### src/rtl/mem_to_reg_loader_pkg.sv
// Shared widths and state encoding for the memory-to-register block loader.
// Imported by the loader, its interface and the bench.
package mem_to_reg_loader_pkg;

  localparam int P_AW       = 4;
  localparam int P_DW       = 4;
  localparam int P_RA_W     = 4;
  localparam int P_REG_LAST = 9;

  localparam logic [1:0] ST_IDLE = 2'd0;
  localparam logic [1:0] ST_RD   = 2'd1;
  localparam logic [1:0] ST_WB   = 2'd2;
  localparam logic [1:0] ST_FIN  = 2'd3;

  typedef enum logic [1:0] {
    IDLE = ST_IDLE,
    RD   = ST_RD,
    WB   = ST_WB,
    FIN  = ST_FIN
  } state_e;

endpackage

### src/rtl/mem_to_reg_loader_if.sv
// Command, RAM read port and register-file write port of the loader.
// slave = loader side, master = the side issuing commands and owning the RAM.
interface mem_to_reg_loader_if
  import mem_to_reg_loader_pkg::*;
#(
  parameter int AW   = P_AW,
  parameter int DW   = P_DW,
  parameter int RA_W = P_RA_W
);

  logic            start;
  logic [AW-1:0]   mem_base;
  logic [RA_W-1:0] reg_dst;
  logic [AW-1:0]   count;
  logic            busy;
  logic            done;
  logic            err;
  logic            mem_rd;
  logic [AW-1:0]   mem_addr;
  logic [DW-1:0]   mem_data;
  logic            reg_we;
  logic [RA_W-1:0] reg_waddr;
  logic [DW-1:0]   reg_wdata;

  modport slave (
    input  start, mem_base, reg_dst, count,
    input  mem_data,
    output busy, done, err,
    output mem_rd, mem_addr,
    output reg_we, reg_waddr, reg_wdata
  );

  modport master (
    output start, mem_base, reg_dst, count,
    output mem_data,
    input  busy, done, err,
    input  mem_rd, mem_addr,
    input  reg_we, reg_waddr, reg_wdata
  );

endinterface

### src/rtl/mem_to_reg_loader.sv
// Block-load sequencer: reads a run of RAM words and writes them to
// consecutive registers, two cycles per word, with a done/err pulse.
module mem_to_reg_loader
  import mem_to_reg_loader_pkg::*;
#(
  parameter int AW       = P_AW,
  parameter int DW       = P_DW,
  parameter int RA_W     = P_RA_W,
  parameter int REG_LAST = P_REG_LAST
)(
  input logic clk,
  input logic rst,
  mem_to_reg_loader_if.slave bus
);

  state_e          state;
  state_e          state_n;
  logic [AW-1:0]   cur_addr;
  logic [AW-1:0]   remain;
  logic [AW-1:0]   addr_q;
  logic [RA_W-1:0] cur_reg;
  logic [RA_W-1:0] waddr_q;
  logic            err_q;
  logic            rej;

  // Last destination is checked one bit wider so a run past the top
  // of the register space cannot wrap back into range.
  function automatic logic reject(
    input logic [RA_W-1:0] dst,
    input logic [AW-1:0]   cnt
  );
    logic [RA_W:0] last;
    last = {1'b0, dst} + (RA_W+1)'(cnt) - (RA_W+1)'(1);
    return (cnt != '0) &&
           ((dst == '0) || (last > (RA_W+1)'(REG_LAST)));
  endfunction

  assign rej = reject(bus.reg_dst, bus.count);

  always_comb begin
    state_n = state;
    unique case (state)
      IDLE: begin
        if (bus.start) begin
          if ((bus.count == '0) || rej) state_n = FIN;
          else                          state_n = RD;
        end
      end
      RD:  state_n = WB;
      WB:  state_n = (remain == AW'(1)) ? FIN : RD;
      FIN: state_n = IDLE;
      default: state_n = IDLE;
    endcase
  end

  always_ff @(posedge clk or posedge rst) begin
    if (rst) begin
      state    <= IDLE;
      cur_addr <= '0;
      cur_reg  <= '0;
      remain   <= '0;
      addr_q   <= '0;
      waddr_q  <= '0;
      err_q    <= 1'b0;
    end else begin
      state <= state_n;
      unique case (state)
        IDLE: begin
          if (bus.start) begin
            cur_addr <= bus.mem_base;
            cur_reg  <= bus.reg_dst;
            remain   <= bus.count;
            err_q    <= rej;
          end
        end
        RD: waddr_q <= cur_reg;
        WB: begin
          cur_addr <= cur_addr + AW'(1);
          cur_reg  <= cur_reg + RA_W'(1);
          remain   <= remain - AW'(1);
        end
        FIN: err_q <= 1'b0;
        default: ;
      endcase
      // mem_addr only moves when a read is about to be strobed
      if (state_n == RD) begin
        if (state == IDLE) addr_q <= bus.mem_base;
        else               addr_q <= cur_addr + AW'(1);
      end
    end
  end

  assign bus.busy      = (state != IDLE);
  assign bus.done      = (state == FIN);
  assign bus.err       = (state == FIN) && err_q;
  assign bus.mem_rd    = (state == RD);
  assign bus.mem_addr  = addr_q;
  assign bus.reg_we    = (state == WB);
  assign bus.reg_waddr = waddr_q;
  assign bus.reg_wdata = (state == WB) ? bus.mem_data : '0;

endmodule

### src/flat_wrapper.sv
// flat-port wrapper written by rule: the top's interface ports become plain ports
module mem_to_reg_loader_flat import mem_to_reg_loader_pkg::*;
#(
  parameter int AW       = P_AW,
  parameter int DW       = P_DW,
  parameter int RA_W     = P_RA_W,
  parameter int REG_LAST = P_REG_LAST
)
  (clk, rst, bus_start, bus_mem_base, bus_reg_dst, bus_count, bus_mem_data, bus_busy, bus_done, bus_err, bus_mem_rd, bus_mem_addr, bus_reg_we, bus_reg_waddr, bus_reg_wdata);
  mem_to_reg_loader_if #(.AW(AW), .DW(DW), .RA_W(RA_W)) bus_i ();
  input logic clk;
  input logic rst;
  input wire logic [$bits(bus_i.start)-1:0] bus_start;
  input wire logic [$bits(bus_i.mem_base)-1:0] bus_mem_base;
  input wire logic [$bits(bus_i.reg_dst)-1:0] bus_reg_dst;
  input wire logic [$bits(bus_i.count)-1:0] bus_count;
  input wire logic [$bits(bus_i.mem_data)-1:0] bus_mem_data;
  output wire logic [$bits(bus_i.busy)-1:0] bus_busy;
  output wire logic [$bits(bus_i.done)-1:0] bus_done;
  output wire logic [$bits(bus_i.err)-1:0] bus_err;
  output wire logic [$bits(bus_i.mem_rd)-1:0] bus_mem_rd;
  output wire logic [$bits(bus_i.mem_addr)-1:0] bus_mem_addr;
  output wire logic [$bits(bus_i.reg_we)-1:0] bus_reg_we;
  output wire logic [$bits(bus_i.reg_waddr)-1:0] bus_reg_waddr;
  output wire logic [$bits(bus_i.reg_wdata)-1:0] bus_reg_wdata;
  assign bus_i.start = bus_start;
  assign bus_i.mem_base = bus_mem_base;
  assign bus_i.reg_dst = bus_reg_dst;
  assign bus_i.count = bus_count;
  assign bus_i.mem_data = bus_mem_data;
  assign bus_busy = bus_i.busy;
  assign bus_done = bus_i.done;
  assign bus_err = bus_i.err;
  assign bus_mem_rd = bus_i.mem_rd;
  assign bus_mem_addr = bus_i.mem_addr;
  assign bus_reg_we = bus_i.reg_we;
  assign bus_reg_waddr = bus_i.reg_waddr;
  assign bus_reg_wdata = bus_i.reg_wdata;
  mem_to_reg_loader #(.AW(AW), .DW(DW), .RA_W(RA_W), .REG_LAST(REG_LAST)) u_core (.clk(clk), .rst(rst), .bus(bus_i));
endmodule
### config.mk
export PLATFORM = sky130hd
export DESIGN_NAME = mem_to_reg_loader_flat
export DESIGN_NICKNAME = d
export VERILOG_FILES = /design/src/rtl/mem_to_reg_loader_pkg.sv /design/src/rtl/mem_to_reg_loader_if.sv /design/src/rtl/mem_to_reg_loader.sv /design/src/flat_wrapper.sv
export SDC_FILE = /design/constraint.sdc
export NUM_CORES = 1
export LEC_CHECK = 0
export CAP_MARGIN = 10
export CELL_PAD_IN_SITES_DETAIL_PLACEMENT = 0
export CELL_PAD_IN_SITES_GLOBAL_PLACEMENT = 1
export CORE_MARGIN = 3
export CORE_UTILIZATION = 38
export CTS_BUF_LIST = sky130_fd_sc_hd__clkbuf_4 sky130_fd_sc_hd__clkbuf_8
export DETAILED_ROUTE_END_ITERATION = 7
export GPL_TIMING_DRIVEN = 1
export PLACE_DENSITY_LB_ADDON = 0.1
export SETUP_SLACK_MARGIN = 0.1
export SYNTH_ARGS = -nofsm -noshare
export SYNTH_HDL_FRONTEND = slang
export SYNTH_SLANG_ARGS = --single-unit
### constraint.sdc
create_clock -name clk -period 2.3 [get_ports clk]
set_input_delay 0.345 -clock clk [delete_from_list [all_inputs] [get_ports clk]]
set_output_delay 0.345 -clock clk [all_outputs]
set_load 0.01 [all_outputs]
==> flow_summary.yaml <==
flow_run:
  cap_violations: 0
setup_path:
  slowest_stage: "fa_2"
  crit_arrival_ns: 2.30
  path_delay_family: "adder cells"
  path_class: "input port to register"
  cp.depth: 10
  path_max_fanout: 4
  critical_path.startpoint_type: "input port"
  cp-end-kind: "register"
  cp_cell_sequence: "clkdlybuf4s15_1 > inv_2 > ha_4 > inv_2 > ha_4 > fa_2 > o21ai_4 > o211ai_4 > a21oi_4 > mux2_4"
  r2r_cells: 7
  worstPathRequired_ns: 2.45
  slowest_delay_ns: 0.49
  cp_num_buf_inv: 3
placed_design:
  routabilityCongestion: 0.876
  placed_area_mm2: 0.00211
  hpwl_um: 3190
  dp_slack_ns: -0.585
  dp_cells: 273
  io_buffers: 35
synthesis:
  synth_area_mm2: 0.00156
  synth-edff-count: 0
  synth.top_cell.area_share_pct: 36.8
  syn-num-nets: 208
  ys_seq_elements: 23
  avgSynthCellArea_um2: 8.84
  ys_types: 39
  yosysTopAreaCell: "dfrtp_1"
  synth_flop_cell: "dfrtp_1"
  syn_inst: 177
  synth_warnings: 0
  synth.top_cells.by_area: "dfrtp_1, ha_1, inv_1, nand2_1, a21oi_1"
  yosysMostFrequentCell: "dfrtp_1"
  seq_area_frac_synth_pct: 36.8
  netlist_top_cells_count: "dfrtp_1, inv_1, nand2_1, a21oi_1"
  ys_async_sr_fraction_pct: 100
power_and_ir_drop:
  vdd_drop_max_v: 0.000488
  p_total_uw: 2640
  leakagePower_uw: 0.000998
  cellPowerDensity_mw_per_mm2: 1190
timing:
  fin_crit_sh_pct: 93.7
  relSlewSlack_pct: 72.3
  clock_skew_ns: 0.00793
  drv_slew: 0
  worst_slew_pin_slew_ns: 0.414
  hold_viol_final: 0
  period_minus_slack_ns: 2.16
  fmax_ghz: 0.464
  rsz0062_at_grt: "true"
  setup-violations-final: 0
  setup_ws_ns: 0.145
floorplan:
  die_w_um: 70.2
  rows: 22
  ios: 36
  die-area_mm2: 0.00492
  design.core.area_mm2: 0.00380
  start_util_pct: 41.2
  die_h_um: 70.2
global_routing:
  track_usage_pct: 17.3
  first_global_vias: 1428
  grt-ovfl-total: 0
  antenna_found_initial: 0
  grt_max_degree: 16
  grt_first_pass_wirelength_um: 6940
drt:
  drt-pass1-iter-count: 4
  wirelength_um: 4150
  viasPerCell: 5.06
  ant_nets: 0
  wl_per_cell_um: 14.9
  drcViolationCount: 0
  drt_iter0_markers: 69
  vias: 1408
cells_and_area:
  antenna_cells: 0
  drive_gt1_share_pct: 28.3
  final_area_mm2: 0.00222
  syn2layout_area_growth_pct: 42.1
  fill_cells: 359
  final_cells: 278
  layout.nets: 262
hold_path:
  hold_class: "input port to async pin"
status:
  status: "completed"
cts:
  cts_tree: "done"
  cts_sinks: 23
  clk_latency_ns: 0.26
  clk_pin_slew_worst_paths_ns: 0.09
  cts_buffer_depth: 2
  cts-root-buf: "clkbuf_8"
  cts-buffers-inserted: 3
  htreeDepth: 1
layer usage:
layer / GRT usage [%] / share of wire, % / up-vias
met5: 0 / 0 / -
met3: 3.17 / 5.1 / 4
li1: - / - / 716
met4: 4.26 / 0.77 / 0
met2: 27.8 / 48 / 32
met1: 24.0 / 47 / 656
cells by family (layout without fill, tap and decap cells):
logic type / count (synthesis) / count (layout) / share of synthesized area, %
simple gates: 55 / 55 / 17.2
compound gates: 47 / 47 / 20.5
buf+inv: 29 / 82 / 7.28
flops: 23 / 23 / 36.8
fa+ha+maj: 12 / 12 / 10.1
mux: 8 / 8 / 6.48
xor+xnor: 3 / 3 / 1.68
worst reg2reg max path, delay by kind of cell (launching register included):
family | cells | cell delay, ns
DFF | 1 | 0.40
and+or+nand+nor | 2 | 0.27
muxes | 1 | 0.32
AOI/OAI and AO/OA | 2 | 0.37
buffers and inverters | 2 | 0.32
layout by cell type (no fill, tap or decap), types with 5 or more instances in the layout:
master / n
a21oi_1: 14
buf_4: 21
clkdlybuf4s50_1: 27
dfrtp_1: 22
ha_1: 6
ha_4: 5
inv_1: 10
inv_2: 12
nand2_1: 21
nand3_1: 8
nor2_1: 9
o21ai_0: 11
o22ai_1: 8
area by class of cell:
| type | instances | area (um2) | share of cell area (%) |
|---|---|---|---|
| repair buffers | 55 | 489 | 22.0 |
| flip-flops and latches | 23 | 577 | 26.0 |
| clock inverters | 1 | 5.00 | 0.225 |
| well taps | 48 | 60.1 | 2.70 |
| multi-input cells | 125 | 961 | 43.2 |
| clock buffers | 3 | 41.3 | 1.86 |
| inverters | 23 | 88.8 | 4.00 |
path summary, 6_finish.rpt:
| check | startpoint | to | slack (ns) |
|---|---|---|---|
| min | rst | u_core.cur_reg[2] | 0.33 |
| max reg2reg | u_core.state[1] | u_core.bus.mem_addr[3] | 0.50 |
| max in group asynchronous | rst | u_core.state[0] | 1.43 |
| min in group clk | u_core.bus.reg_waddr[0] | u_core.bus.reg_waddr[0] | 0.48 |
| max | bus_count[0] | u_core.bus.mem_addr[3] | 0.14 |
| min reg2reg | u_core.bus.reg_waddr[0] | u_core.bus.reg_waddr[0] | 0.48 |
report_power, final:
part	total, uW	switching, uW	internal, uW
logic	1550	742	809
registers	838	221	617
clock network	252	131	121
total	2640	1090	1550
through the flow:
stage	hold WS, ns	util [%]	TNS [ns]
after global routing	0.368	58.5	0
after global placement	0.457	55.5	-2.28
after CTS	0.344	58.1	0
after floorplan	0.347	-	0
final	0.332	58.5	0
after detailed placement	0.462	55.5	-2.68
what timing repair did:
item,in CTS,in global routing
pin swaps,7,5
hold buffers,0,0
endpoints found under the setup margin,10,9
gates resized for setup,27,11
buffers inserted,0,1
No activity file was read; power rests on OpenSTA's default activity.
